## config.mk

```make
export PLATFORM = sky130hd
export DESIGN_NAME = br_bank
export DESIGN_NICKNAME = d
export VERILOG_FILES = /design/src/rtl/br_bank.sv
export SDC_FILE = /design/constraint.sdc
export NUM_CORES = 1
export LEC_CHECK = 0
export BUFFER_PORTS_ARGS = -buffer_cell sky130_fd_sc_hd__buf_2
export CAP_MARGIN = 10
export CORE_MARGIN = 8
export CORE_UTILIZATION = 40
export DETAILED_ROUTE_END_ITERATION = 16
export HOLD_SLACK_MARGIN = 0.12
export REMOVE_ABC_BUFFERS = 1
export SYNTH_ARGS = -nofsm -noshare
export SYNTH_HDL_FRONTEND = slang
export SYNTH_SLANG_ARGS = --single-unit
export TNS_END_PERCENT = 5
```

## constraint.sdc

```tcl
create_clock -name clk -period 2.6 [get_ports clk]
set_input_delay 0.52 -clock clk [delete_from_list [all_inputs] [get_ports clk]]
set_output_delay 0.52 -clock clk [all_outputs]
set_load 0.03 [all_outputs]
```

## src/rtl/br_bank.sv

```systemverilog
// Small register bank with single-cycle load/clear/increment and bit-serial shifts.
// All state advances on the falling clock edge; read ports are registered with write-through.
module br_bank #(
    parameter int WIDTH = 16,
    parameter int DEPTH = 4,
    parameter int SW    = 4,
    localparam int AW   = (DEPTH > 1) ? $clog2(DEPTH) : 1
) (
    input  logic             clk,
    input  logic             rst,
    input  logic             ld,
    input  logic [2:0]       op,
    input  logic [AW-1:0]    wsel,
    input  logic [WIDTH-1:0] din,
    input  logic [SW-1:0]    amt,
    input  logic [AW-1:0]    xsel,
    input  logic [AW-1:0]    ysel,
    output logic [WIDTH-1:0] alu_x,
    output logic [WIDTH-1:0] alu_y,
    output logic             busy,
    output logic             done
);

    localparam logic [2:0] OP_LOAD  = 3'd0;
    localparam logic [2:0] OP_CLEAR = 3'd1;
    localparam logic [2:0] OP_SHL   = 3'd2;
    localparam logic [2:0] OP_SHR   = 3'd3;
    localparam logic [2:0] OP_SAR   = 3'd4;
    localparam logic [2:0] OP_INC   = 3'd5;

    typedef enum logic {ST_IDLE = 1'b0, ST_SHIFT = 1'b1} state_e;

    state_e           r_state;
    logic [WIDTH-1:0] r_mem [DEPTH];
    logic [AW-1:0]    r_sh_sel;
    logic [2:0]       r_sh_op;
    logic [SW-1:0]    r_cnt;
    logic             r_busy;
    logic             r_done;
    logic [WIDTH-1:0] r_alu_x;
    logic [WIDTH-1:0] r_alu_y;

    state_e           w_state_nxt;
    logic [WIDTH-1:0] w_mem_nxt [DEPTH];
    logic [AW-1:0]    w_sh_sel_nxt;
    logic [2:0]       w_sh_op_nxt;
    logic [SW-1:0]    w_cnt_nxt;
    logic             w_busy_nxt;
    logic             w_done_nxt;
    logic [DEPTH-1:0] w_wsel_hit;
    logic             w_accept;
    logic [WIDTH-1:0] w_rd_x;
    logic [WIDTH-1:0] w_rd_y;

    function automatic logic [WIDTH-1:0] shift_one(input logic [WIDTH-1:0] v, input logic [2:0] sop);
        logic [WIDTH-1:0] res;
        case (sop)
            OP_SHL:  res = {v[WIDTH-2:0], 1'b0};
            OP_SHR:  res = {1'b0, v[WIDTH-1:1]};
            OP_SAR:  res = {v[WIDTH-1], v[WIDTH-1:1]};
            default: res = v;
        endcase
        return res;
    endfunction

    // Command decode: target-entry match and acceptance qualification.
    always_comb begin
        w_wsel_hit = '0;
        for (int i = 0; i < DEPTH; i++) begin
            w_wsel_hit[i] = (wsel == AW'(i));
        end
        w_accept = ld && !r_busy && (op <= OP_INC) && (|w_wsel_hit);
    end

    // Next-state, next-entry and completion logic for the IDLE/SHIFT controller.
    always_comb begin
        w_state_nxt  = r_state;
        w_mem_nxt    = r_mem;
        w_sh_sel_nxt = r_sh_sel;
        w_sh_op_nxt  = r_sh_op;
        w_cnt_nxt    = r_cnt;
        w_busy_nxt   = r_busy;
        w_done_nxt   = 1'b0;
        case (r_state)
            ST_IDLE: begin
                if (w_accept) begin
                    case (op)
                        OP_LOAD: begin
                            for (int i = 0; i < DEPTH; i++) begin
                                w_mem_nxt[i] = w_wsel_hit[i] ? din : r_mem[i];
                            end
                            w_done_nxt = 1'b1;
                        end
                        OP_CLEAR: begin
                            for (int i = 0; i < DEPTH; i++) begin
                                w_mem_nxt[i] = w_wsel_hit[i] ? {WIDTH{1'b0}} : r_mem[i];
                            end
                            w_done_nxt = 1'b1;
                        end
                        OP_INC: begin
                            for (int i = 0; i < DEPTH; i++) begin
                                w_mem_nxt[i] = w_wsel_hit[i] ? (r_mem[i] + WIDTH'(1'b1)) : r_mem[i];
                            end
                            w_done_nxt = 1'b1;
                        end
                        OP_SHL, OP_SHR, OP_SAR: begin
                            if (amt == {SW{1'b0}}) begin
                                w_done_nxt = 1'b1;
                            end else begin
                                w_state_nxt  = ST_SHIFT;
                                w_busy_nxt   = 1'b1;
                                w_cnt_nxt    = amt;
                                w_sh_sel_nxt = wsel;
                                w_sh_op_nxt  = op;
                            end
                        end
                        default: begin
                            w_done_nxt = 1'b0;
                        end
                    endcase
                end else begin
                    w_done_nxt = 1'b0;
                end
            end
            ST_SHIFT: begin
                for (int i = 0; i < DEPTH; i++) begin
                    w_mem_nxt[i] = (r_sh_sel == AW'(i)) ? shift_one(r_mem[i], r_sh_op) : r_mem[i];
                end
                w_cnt_nxt = r_cnt - SW'(1'b1);
                // The step that empties the counter is the last one and completes the command.
                if (r_cnt == SW'(1'b1)) begin
                    w_state_nxt = ST_IDLE;
                    w_busy_nxt  = 1'b0;
                    w_done_nxt  = 1'b1;
                end else begin
                    w_state_nxt = ST_SHIFT;
                end
            end
            default: begin
                w_state_nxt = ST_IDLE;
                w_busy_nxt  = 1'b0;
            end
        endcase
    end

    // Read-port muxes see the post-update entries; out-of-range selects yield zero.
    always_comb begin
        w_rd_x = {WIDTH{1'b0}};
        w_rd_y = {WIDTH{1'b0}};
        for (int i = 0; i < DEPTH; i++) begin
            w_rd_x = (xsel == AW'(i)) ? w_mem_nxt[i] : w_rd_x;
            w_rd_y = (ysel == AW'(i)) ? w_mem_nxt[i] : w_rd_y;
        end
    end

    // State, entry and output registers, falling-edge clocked with async active-low reset.
    always_ff @(negedge clk or negedge rst) begin
        if (!rst) begin
            r_state  <= ST_IDLE;
            for (int i = 0; i < DEPTH; i++) begin
                r_mem[i] <= {WIDTH{1'b0}};
            end
            r_sh_sel <= {AW{1'b0}};
            r_sh_op  <= 3'd0;
            r_cnt    <= {SW{1'b0}};
            r_busy   <= 1'b0;
            r_done   <= 1'b0;
            r_alu_x  <= {WIDTH{1'b0}};
            r_alu_y  <= {WIDTH{1'b0}};
        end else begin
            r_state  <= w_state_nxt;
            r_mem    <= w_mem_nxt;
            r_sh_sel <= w_sh_sel_nxt;
            r_sh_op  <= w_sh_op_nxt;
            r_cnt    <= w_cnt_nxt;
            r_busy   <= w_busy_nxt;
            r_done   <= w_done_nxt;
            r_alu_x  <= w_rd_x;
            r_alu_y  <= w_rd_y;
        end
    end

    assign alu_x = r_alu_x;
    assign alu_y = r_alu_y;
    assign busy  = r_busy;
    assign done  = r_done;

endmodule
```

After elaboration in Yosys (flattened, before gate mapping)
Index checks and enable logic that the tools add are counted. Widths: inputs -> output; s select.

Flip-flop bits (word level): 108. Bits of input ports: 32. Output and inout bits: 34.

Reduce and logical (&&, ||, !) cells: 16. Bitwise gates (word level): 2. Muxes and demuxes: 50. Eq/ne operators: 25. Order comparisons: 1. Add/subtract/negate cells: 5.

Operators with widths (count): $mux 16 (24); $pmux 16 s3 (4); $pmux 64 s3 (1); $pmux 64 s2 (1); $add 16x1->16 const B (4); $mux 64 (1); $eq 2x2->1 const B (8); $eq 3x2->1 const B (4); $mux 4 (3); $mux 1 (11); $eq 3x3->1 const B (3); $eq 2x1->1 const B (4); $logic_not 2->1 (4); $pmux 1 s2 (4); $pmux 4 s2 (1); $reduce_and 4->1 (2); $reduce_or 3->1 (2); $eq 4x1->1 const B (1); $logic_not 4->1 (1); $ne 2x1->1 const B (2); $ne 2x2->1 const B (2); $reduce_or 4->1 (1); $sub 4x1->4 const B (1); $eq 3x1->1 const B (1); other kinds (6) (9).

Logic depth before layout (Yosys ltp)
Gate-level depths: netlist of run 1.

Depth after elaboration: 10. Depth in mapped cells: 12. Mapped depth without buffers: 10.

==> qor.txt, run 1 <==
====================================================================================================
Run status                                                                              finished, violations left
Violated checks                                                                         setup timing
FF/Latch Area                                                                               2700 µm²
Via count of the first global-routing pass                                                     10500
Dominant synthesized flop cell                                                               dfrtn_1
Site row count                                                                                    54
Clock Path Buffers                                                                                 2
Number of flops mapped to enable cells by yosys                                                    0
NumNets Final                                                                                   1427
Aggregate global-route resource usage                                                          0.314
Fin. max-slew vios                                                                                 0
Count of antenna-violating nets left after detailed routing                                        0
Worst Hold Path Cells                                                                              1
Initial DRC Count                                                                               1558
Count of TritonRoute iterations in the first routing pass                                          8
Clock network fraction of total power                                                          0.095
Warnings from Yosys                                                                                0
Floorplan die width                                                                           164 µm
Tightest Pin Transition                                                                     0.691 ns
Sink of the worst hold path                                                                 r_cnt[0]
Multi-input combinational cell area                                                         6280 µm²
CP Data Arrival Time                                                                         2.50 ns
Total power density per cell area                                                        1170 nW/µm²
Vias                                                                                           11100
Setup tns final                                                                            -71.02 ns
Final number of setup-violating endpoints                                                        142
Fin. Hold Viols                                                                                    0
Beginning of the worst hold path                                                            r_cnt[0]
Kind of end point of the critical path                                                          flop
Min-delay worst type                                                                    flop to flop
Dominant cell type by area after synthesis                                                   dfrtn_1
Count of port buffers added during placement                                                      65
Cells on worst reg2reg path                                                                        8
Non-Filler Instances                                                                            1670
Placer's final routability congestion estimate                                                  1.06
Synthesized netlist cell count                                                                  1085
Fraction of post-synthesis cell area in the top cell type by area                              0.307
Grt ovf                                                                                            0
Post-synthesis cell type count                                                                    95
Post-synthesis instance area                                                                8790 µm²
FF-to-FF End                                                                                alu_y[8]
Category of the worst setup path launch point                                             input port
Synthesized area per cell                                                                   8.10 µm²
Number of top-level pins                                                                          66
TritonCTS sink count                                                                             108
Maximum clock skew at final layout                                                        0.00678 ns
WP data required                                                                             1.50 ns
Maximum net fanout on the critical path                                                           11
Die Outline Area                                                                           27000 µm²
Final worst setup slack                                                                    -0.998 ns
Power Internal                                                                               7.70 mW
Number of max-cap violations                                                                       0
Maximum number of pins on one net before global-route repair                                      53
Slew margin rel.                                                                               0.536
Area growth from synthesis to final layout                                                     48.7%
Reg-to-reg setup timing slack                                                               -0.08 ns
Largest cells by area after synthesis                                                   dfrtn_1, nand2_1, a221oi_1
Starting density of the core                                                                   0.405
Wire length of the first global-routing pass                                                63700 µm
Static power due to leakage                                                                  5.38 nW
TritonCTS buffer count                                                                             9
Worst vdd ir                                                                                  638 µV
CTS tree                                                                                         yes
Antenna violations before repair                                                                   1
Number of storage elements in the synthesis netlist                                              108
Post-synthesis async set-or-reset flop share                                                    1.00
RSZ-0062 raised after global routing                                                            true
DRC violations left                                                                                0
Worst skew pair latency                                                                      0.36 ns
Number of placed cells counting well taps                                                       1629
Startpoint-to-endpoint class of the critical path                                       input port to flop
Reg-to-reg startpoint                                                                       r_mem[0]
Clock-pin slew reported for the worst setup and hold paths after clock tree synthesis        0.06 ns
Standard cell core area                                                                    21700 µm²
Part of the power in registers                                                                 0.232
Height of the die                                                                             164 µm
Average wire length per cell after detail routing                                            25.9 µm
Count of filler cells inserted in the layout                                                    1879
Share of total power consumed by net switching                                                 0.498
Ratio of cells with drive above 1 in the final layout                                          0.425
Sequential area share after synthesis                                                          0.307
Routed WL                                                                                   43300 µm
Power share of the combinational group                                                         0.673
Inserted Diodes                                                                                    0
Root Buffer                                                                                clkbuf_16
Detailed-placement wirelength estimate                                                      32900 µm
Htree depth                                                                                        3
Switching pwr                                                                                7.64 mW
Vias per inst                                                                                   6.66
====================================================================================================
## power by group through the flow
stage / clock [mW] / sequential, mW / combinational, mW
floorplan: 0 / 3.97 / 3.82
finish: 1.46 / 3.55 / 10.3
CTS: 1.49 / 3.47 / 9.59
global route: 1.55 / 3.62 / 10.9
detailed placement: 0 / 3.40 / 8.81
global placement: 0 / 3.42 / 8.74
## cell type report
class | instances | share of cell area
Sequential cell | 108 | 0.207
Inverter | 44 | 0.0130
Tap cell | 280 | 0.0268
Clock inverter | 7 | 0.00574
Clock buffer | 9 | 0.0172
Multi-Input combinational cell | 833 | 0.481
Timing Repair Buffer | 389 | 0.250
## flip-flops by register name (all words and copies together), names as in the netlist
register  flops
r_cnt         4
done          1
r_sh_sel      2
r_state       1
alu_x        16
r_mem        64
alu_y        16
r_sh_op       3
busy          1
## synth_stat cells, types with 4 or more instances
library cell	number
nand2b_1	12
mux2_2	7
and2_1	7
a22o_1	6
dfrtn_1	108
a221oi_1	42
o32ai_1	5
mux2i_1	8
nand4b_1	6
nor2b_1	11
o21ai_1	4
ha_1	10
a21oi_1	72
or2_2	4
o22ai_1	10
buf_2	15
o311ai_0	4
a32oi_1	6
a222oi_1	4
o21ai_0	66
a31oi_1	24
mux4_2	10
a21o_1	9
a211oi_1	8
nor2_1	72
clkbuf_1	74
a41oi_1	6
o221ai_1	7
a221o_1	22
nand4_1	16
nand3_1	46
o31ai_1	8
nor3_1	22
and3_1	16
a22oi_1	30
or3_1	12
o211ai_1	9
xnor2_1	5
o31a_1	4
inv_1	41
buf_4	5
and4_1	8
nor4_1	10
nand2_1	127
## routing by layer
metal,track usage,part of all wire,vias to the layer above
met3,0.0797,0.11,151
met5,0,0.00021,-
met2,0.459,0.42,772
li1,-,-,4764
met1,0.409,0.40,5431
met4,0.189,0.065,2
## worst max path at each step
stage	startpoint	endpoint	slack (ns)	cells after the start
5_1_grt	op[1]	alu_x[8]	-1.07	11
4_1_cts	op[1]	alu_y[9]	-0.93	7
2_1_floorplan	op[1]	alu_x[8]	-1.78	7
3_3_place_gp	op[1]	alu_x[3]	-1.53	8
3_5_place_dp	op[1]	alu_y[3]	-1.50	8
6_report	op[1]	alu_y[8]	-1.0	11
## cells in the final DEF (no fill, tap or decap), drive strengths merged, types with 7 or more instances in the layout
master  netlist  routed
a211oi        8       8
a21o          9       9
a21oi        74      74
a221o        22      22
a221oi       42      42
a22oi        30      30
a31oi        25      25
and2          8       8
and3         16      16
and4          8       8
buf          25     388
clkbuf       75      10
dfrtn       108     108
ha           10      10
inv          44      48
mux2          7       7
mux2i         8       8
mux4         10      10
nand2       127     127
nand2b       12      12
nand3        46      46
nand4        16      16
nor2         76      76
nor2b        12      12
nor3         26      26
nor4         12      12
o211ai        9       9
o21ai        71      71
o221ai        7       7
o22ai        10      10
o31ai         8       8
or3          13      13
## critical path: stages
cell	delay, ns
buf_6	0.07
buf_6	0.13
nand3b_1	0.21
buf_6	0.15
buf_4	0.10
buf_6	0.15
a211oi_2	0.08
o41ai_2	0.37
a221o_1	0.27
nor2_1	0.06
or3_1	0.36
## timing repair
item | CTS | global route
cloned | 0 | 1
endpoints found under the setup margin | 142 | 142
hold buffers | 0 | 0
gates resized for setup | 200 | 100
setup buffers | 13 | 12
pin swaps | 42 | 40
## logic make-up (layout without fill, tap and decap cells)
kind of cell | after synthesis | after routing | share of synthesized area
DFF | 108 | 108 | 0.307
and+or+nand+nor | 403 | 403 | 0.241
muxes | 25 | 25 | 0.0437
xor gates and xnor gates | 8 | 8 | 0.00797
AOI/OAI and AO/OA | 387 | 387 | 0.317
adders and majority gates | 10 | 10 | 0.0142
buffers and inverters | 144 | 449 | 0.0690
## stage by stage
step	setup WS [ns]	power (mW)	area [µm²]	hold slack [ns]	util
global placement	-1.53	12.2	11400	0.464	0.525
detailed placement	-1.50	12.2	11400	0.465	0.525
global route	-1.07	16.0	13100	0.527	0.603
finish	-0.998	15.3	13100	0.465	0.603
floorplan	-1.78	7.79	8350	0.435	-
CTS	-0.931	14.5	12500	0.467	0.576
Note: power is estimated with default switching activity, not from simulation.
==> run 2: changes to the inputs <==
Clock period 2.6 ns to 2.9 ns, I/O delays scaled along.
==> run 2 against run 1 <==
Net effect: the flow still finishes with violations (setup timing); largest power group unchanged; total power fell by 14%; via count fell by 4.1%; register-to-register slack improved by 0.26 ns; largest cell class unchanged; sequential power fell by 6.8%; combinational power fell by 16%.
==> qor.txt, run 2 (same netlist as run 1, synthesis figures left out) <==
====================================================================================================
Power share of the combinational group                                                         0.654
Slowest cell on the critical path                                                          a2111oi_4
Site row count                                                                                    54
Tightest Pin Transition                                                                     0.757 ns
Cells on worst reg2reg path                                                                        8
Root Buffer                                                                                clkbuf_16
Power Internal                                                                               6.52 mW
Starting density of the core                                                                   0.405
Fin. max-slew vios                                                                                 0
Violated checks                                                                         setup timing
Multi-input combinational cell area                                                         6190 µm²
Fin. Hold Viols                                                                                    0
Height of the die                                                                             164 µm
Average wire length per cell after detail routing                                            26.0 µm
TritonCTS buffer count                                                                             9
Min-delay worst type                                                                    flop to flop
Maximum net fanout on the critical path                                                           14
Antenna violations before repair                                                                   1
CP Data Arrival Time                                                                         2.57 ns
Ratio of cells with drive above 1 in the final layout                                          0.391
Count of port buffers added during placement                                                      65
Via count of the first global-routing pass                                                     10100
WP data required                                                                             1.66 ns
Worst skew pair latency                                                                      0.37 ns
Switching pwr                                                                                6.65 mW
Grt ovf                                                                                            0
Dominant delay contributor by cell family on the critical path                          simple AND/OR/NAND/NOR gates
Run status                                                                              finished, violations left
Most flops, register                                                                           r_mem
Static power due to leakage                                                                  5.18 nW
Detailed-placement wirelength estimate                                                      31900 µm
TritonCTS sink count                                                                             108
FF/Latch Area                                                                               2700 µm²
Worst Path Buf+Inv                                                                                 3
Most frequent cells in the layout                                                       buf_4, nand2_1, dfrtn_1, buf_6, a21oi_1
Number of max-cap violations                                                                       0
Number of logic stages on the critical path including buffering                                   10
Count of antenna-violating nets left after detailed routing                                        0
Routed WL                                                                                   42100 µm
Maximum clock skew at final layout                                                         0.0138 ns
Count of filler cells inserted in the layout                                                    1939
Clock network fraction of total power                                                          0.095
Vias                                                                                           10700
Worst vdd ir                                                                                  609 µV
Total power density per cell area                                                        1040 nW/µm²
Setup tns final                                                                            -60.85 ns
Die Outline Area                                                                           27000 µm²
Number of flip-flops in the largest register                                                      64
Commonest non-fill, non-tap cell in the layout                                                 buf_4
Slew margin rel.                                                                               0.496
Clock-pin slew reported for the worst setup and hold paths after clock tree synthesis        0.06 ns
Cells along the critical path                                                           buf_8, buf_12, nand3b_1, nor2_1, buf_6, nor2_4, a2111oi_4, a21oi_2, a2bb2o_4, or3_1
Hold bufs inserted after CTS                                                                       0
Area growth from synthesis to final layout                                                     43.7%
Biggest cell delay along the critical path                                                   0.38 ns
Count of TritonRoute iterations in the first routing pass                                          5
Part of the power in registers                                                                 0.251
Kind of end point of the critical path                                                          flop
Total power draw                                                                             13.2 mW
Worst Hold Path Cells                                                                              1
RSZ-0062 raised after global routing                                                            true
Vias per inst                                                                                   6.57
Category of the worst setup path launch point                                             input port
Standard cell core area                                                                    21700 µm²
Share of total power consumed by net switching                                                 0.505
Number of top-level pins                                                                          66
Placer's final routability congestion estimate                                                  1.06
Maximum number of pins on one net before global-route repair                                      89
Htree depth                                                                                        3
Wire length of the first global-routing pass                                                63400 µm
Final worst setup slack                                                                    -0.914 ns
Startpoint-to-endpoint class of the critical path                                       input port to flop
Final number of setup-violating endpoints                                                        141
NumNets Final                                                                                   1379
Initial DRC Count                                                                               1326
CTS tree                                                                                         yes
Clock Path Buffers                                                                                 2
DRC violations left                                                                                0
Aggregate global-route resource usage                                                          0.311
Floorplan die width                                                                           164 µm
====================================================================================================
-- run 2: layer usage --
metal	global-route usage	wire length, µm
met1	0.419	16900
met2	0.455	18000
met3	0.0772	4920
met4	0.153	2260
met5	0	0
-- run 2: timing repair --
item | CTS | global route
buffers inserted | 14 | 7
resized for setup | 226 | 73
pin swaps | 68 | 31
endpoints found under the setup margin | 142 | 141
gates cloned | 0 | 0
-- run 2: path summary, 6_finish.rpt --
path / slack, ns / to / start
worst max-delay path: -0.91 / alu_y[8] / op[1]
worst min-delay path: 0.46 / r_cnt[0] / r_cnt[0]
worst max register to register: 0.18 / alu_y[8] / r_mem[20]
worst min register to register: 0.46 / r_cnt[0] / r_cnt[0]
max in group asynchronous: 0.94 / r_mem[12] / rst
min in group asynchronous: 1.50 / r_mem[22] / rst
-- run 2: worst register-to-register path: cells and delay by family (launching register included) --
kind	cells	cell delay (ns)
compound gates	3	0.48
buf+inv	1	0.20
flops	1	0.59
mux	1	0.26
simple gates	3	1.03
-- run 2: metrics by stage --
stage / utilization / setup WS (ns) / hold WS (ns) / std cells / instance area [µm²]
finish: 0.582 / -0.914 / 0.461 / 1622 / 12600
global route: 0.582 / -0.968 / 0.492 / 1622 / 12600
CTS: 0.568 / -0.923 / 0.462 / 1614 / 12300
detailed placement: 0.511 / -1.41 / 0.460 / 1586 / 11100
global placement: 0.511 / -1.39 / 0.463 / 1586 / 11100
floorplan: - / -1.69 / 0.435 / 985 / 8350
-- run 2: final cells by class --
class | count | share of cell area
tap | 280 | 0.0277
sequential | 108 | 0.214
clock buffer | 9 | 0.0178
clock inverter | 6 | 0.00366
antenna | 1 | 0.000198
multi-input combinational | 833 | 0.490
inverter | 44 | 0.0139
timing repair buffer | 341 | 0.233
-- run 2: power groups by stage --
stage | Clock [mW] | Sequential [mW] | Combinational (mW)
CTS | 1.26 | 3.23 | 8.21
finish | 1.25 | 3.31 | 8.61
global route | 1.30 | 3.39 | 9.10
global placement | 0 | 3.18 | 7.35
floorplan | 0 | 3.56 | 3.42
detailed placement | 0 | 3.17 | 7.41
==> run 3: changes to the inputs <==
Settings changed: SKIP_LAST_GASP from default to 1, SLEW_MARGIN from default to 5.
==> run 3 against run 2 <==
Net effect: the flow still finishes with violations (setup timing); clock-buffer cell count is the same; global-route usage fell by 0.27 points; first-iteration DRC count is 0.30% lower; worst setup slack got worse by 0.0077 ns; clock skew grew 0.00068 ns; design area shrank 6.7%; total power fell by 6.3%; utilization is 3.9 points lower; flip-flop and latch count is the same; die area is the same.
==> qor.txt, run 3 (same netlist as run 1, synthesis figures left out) <==
====================================================================================================
Number of logic stages on the critical path including buffering                                    7
Total power draw                                                                             12.3 mW
Total power density per cell area                                                        1050 nW/µm²
Tightest Pin Transition                                                                     0.734 ns
Most frequent cells in the layout                                                       buf_4, nand2_1, dfrtn_1, nor2_1, a21oi_1
Number of placed cells counting well taps                                                       1586
Static power due to leakage                                                                  4.91 nW
Worst Path Buf+Inv                                                                                 1
Floorplan die width                                                                           164 µm
Area growth from synthesis to final layout                                                     34.1%
Slowest cell on the critical path                                                             or3b_4
Number of flip-flops in the largest register                                                      64
Commonest non-fill, non-tap cell in the layout                                                 buf_4
CTS tree                                                                                         yes
Site row count                                                                                    54
Violated checks                                                                         setup timing
Grt ovf                                                                                            0
Count of TritonRoute iterations in the first routing pass                                          6
Htree depth                                                                                        3
Die Outline Area                                                                           27000 µm²
Height of the die                                                                             164 µm
DRC violations left                                                                                0
Slew margin rel.                                                                               0.511
Startpoint-to-endpoint class of the critical path                                       input port to flop
Antenna violations before repair                                                                   0
Non-Filler Instances                                                                            1618
Reg-to-reg setup timing slack                                                                0.18 ns
Placement Setup Slack                                                                       -1.41 ns
Min-delay worst type                                                                    flop to flop
Root Buffer                                                                                clkbuf_16
Most flops, register                                                                           r_mem
Detailed-placement wirelength estimate                                                      31900 µm
WP data required                                                                             1.64 ns
CP Data Arrival Time                                                                         2.56 ns
Fin. Hold Viols                                                                                    0
TritonCTS buffer count                                                                             9
Count of port buffers added during placement                                                      65
NumNets Final                                                                                   1376
Inserted Diodes                                                                                    0
Cells along the critical path                                                           buf_6, or3b_4, nor3_4, nor2_4, a2111oi_4, o21ai_2, mux4_2
Average wire length per cell after detail routing                                            25.6 µm
Maximum net fanout on the critical path                                                            8
Maximum clock skew at final layout                                                         0.0145 ns
Fin. max-slew vios                                                                                 0
Biggest cell delay along the critical path                                                   0.49 ns
Critical Path Start                                                                            op[1]
Count of antenna-violating nets left after detailed routing                                        0
Aggregate global-route resource usage                                                          0.308
Maximum number of pins on one net before global-route repair                                      89
Clock-pin slew reported for the worst setup and hold paths after clock tree synthesis        0.06 ns
Placer's final routability congestion estimate                                                  1.06
Number of max-cap violations                                                                       0
Routed WL                                                                                   41500 µm
Clock Path Buffers                                                                                 2
Wire length of the first global-routing pass                                                62700 µm
Standard cell core area                                                                    21700 µm²
TritonCTS sink count                                                                             108
Via count of the first global-routing pass                                                      9895
Final worst setup slack                                                                    -0.922 ns
FF-to-FF End                                                                                alu_x[8]
Beginning of the worst hold path                                                            r_cnt[0]
Capture point of the critical path                                                          alu_x[9]
Worst vdd ir                                                                                  579 µV
Reg-to-reg startpoint                                                                      r_mem[20]
Vias                                                                                           10500
Vias per inst                                                                                   6.51
Initial DRC Count                                                                               1322
Number of top-level pins                                                                          66
Post-layout utilization of the core                                                            0.544
Hold bufs inserted after CTS                                                                       0
RSZ-0062 raised after global routing                                                            true
Category of the worst setup path launch point                                             input port
Cells on worst reg2reg path                                                                        8
Ratio of cells with drive above 1 in the final layout                                          0.333
Run status                                                                              finished, violations left
Count of filler cells inserted in the layout                                                    2052
Dominant delay contributor by cell family on the critical path                          simple AND/OR/NAND/NOR gates
Starting density of the core                                                                   0.405
Kind of end point of the critical path                                                          flop
Final number of setup-violating endpoints                                                        142
Worst skew pair latency                                                                      0.37 ns
====================================================================================================
-- run 3: per-layer routing --
| layer | GRT usage | part of all wire | up-vias |
|---|---|---|---|
| met1 | 0.416 | 0.41 | 5111 |
| met3 | 0.0857 | 0.12 | 109 |
| met4 | 0.145 | 0.048 | 0 |
| met2 | 0.447 | 0.42 | 665 |
| li1 | - | - | 4654 |
| met5 | 0 | 0 | - |
-- run 3: timing repair --
action,CTS,global route
pin swaps,29,10
setup endpoints to repair,142,142
setup buffers,14,4
gates resized for setup,67,12
-- run 3: cell type report --
cell class | count | area [µm²] | area share
multi-input combinational | 833 | 5730 | 0.486
sequential | 108 | 2700 | 0.229
timing repair buffer | 338 | 2570 | 0.218
tap | 280 | 350 | 0.0297
clock buffer | 9 | 225 | 0.0191
inverter | 44 | 173 | 0.0146
clock inverter | 6 | 46.3 | 0.00393
-- run 3: how the worst min path moves through the flow --
stage,end,slack [ns],cells past startpoint
final,r_cnt[0],0.46,1
after global routing,r_cnt[0],0.49,1
after CTS,r_cnt[0],0.46,1
after detailed placement,r_cnt[0],0.46,1
after global placement,r_cnt[0],0.46,1
after floorplan,r_cnt[0],0.43,1
-- run 3: power breakdown --
group	internal, mW	leakage [nW]	switching (mW)	total [mW]
clock	0.591	0.134	0.656	1.25
sequential	2.25	1.19	0.974	3.22
combinational	3.19	3.59	4.68	7.87
total	6.03	4.91	6.31	12.3
-- run 3: per-stage QoR --
step           area (µm²)  setup TNS (ns)  hold WS [ns]
6_report            11800          -70.72         0.461
5_1_grt             11800          -79.63         0.491
4_1_cts             11700          -67.73         0.461
3_5_place_dp        11100         -116.42         0.460
3_3_place_gp        11100         -114.66         0.463
2_1_floorplan        8350         -115.54         0.435
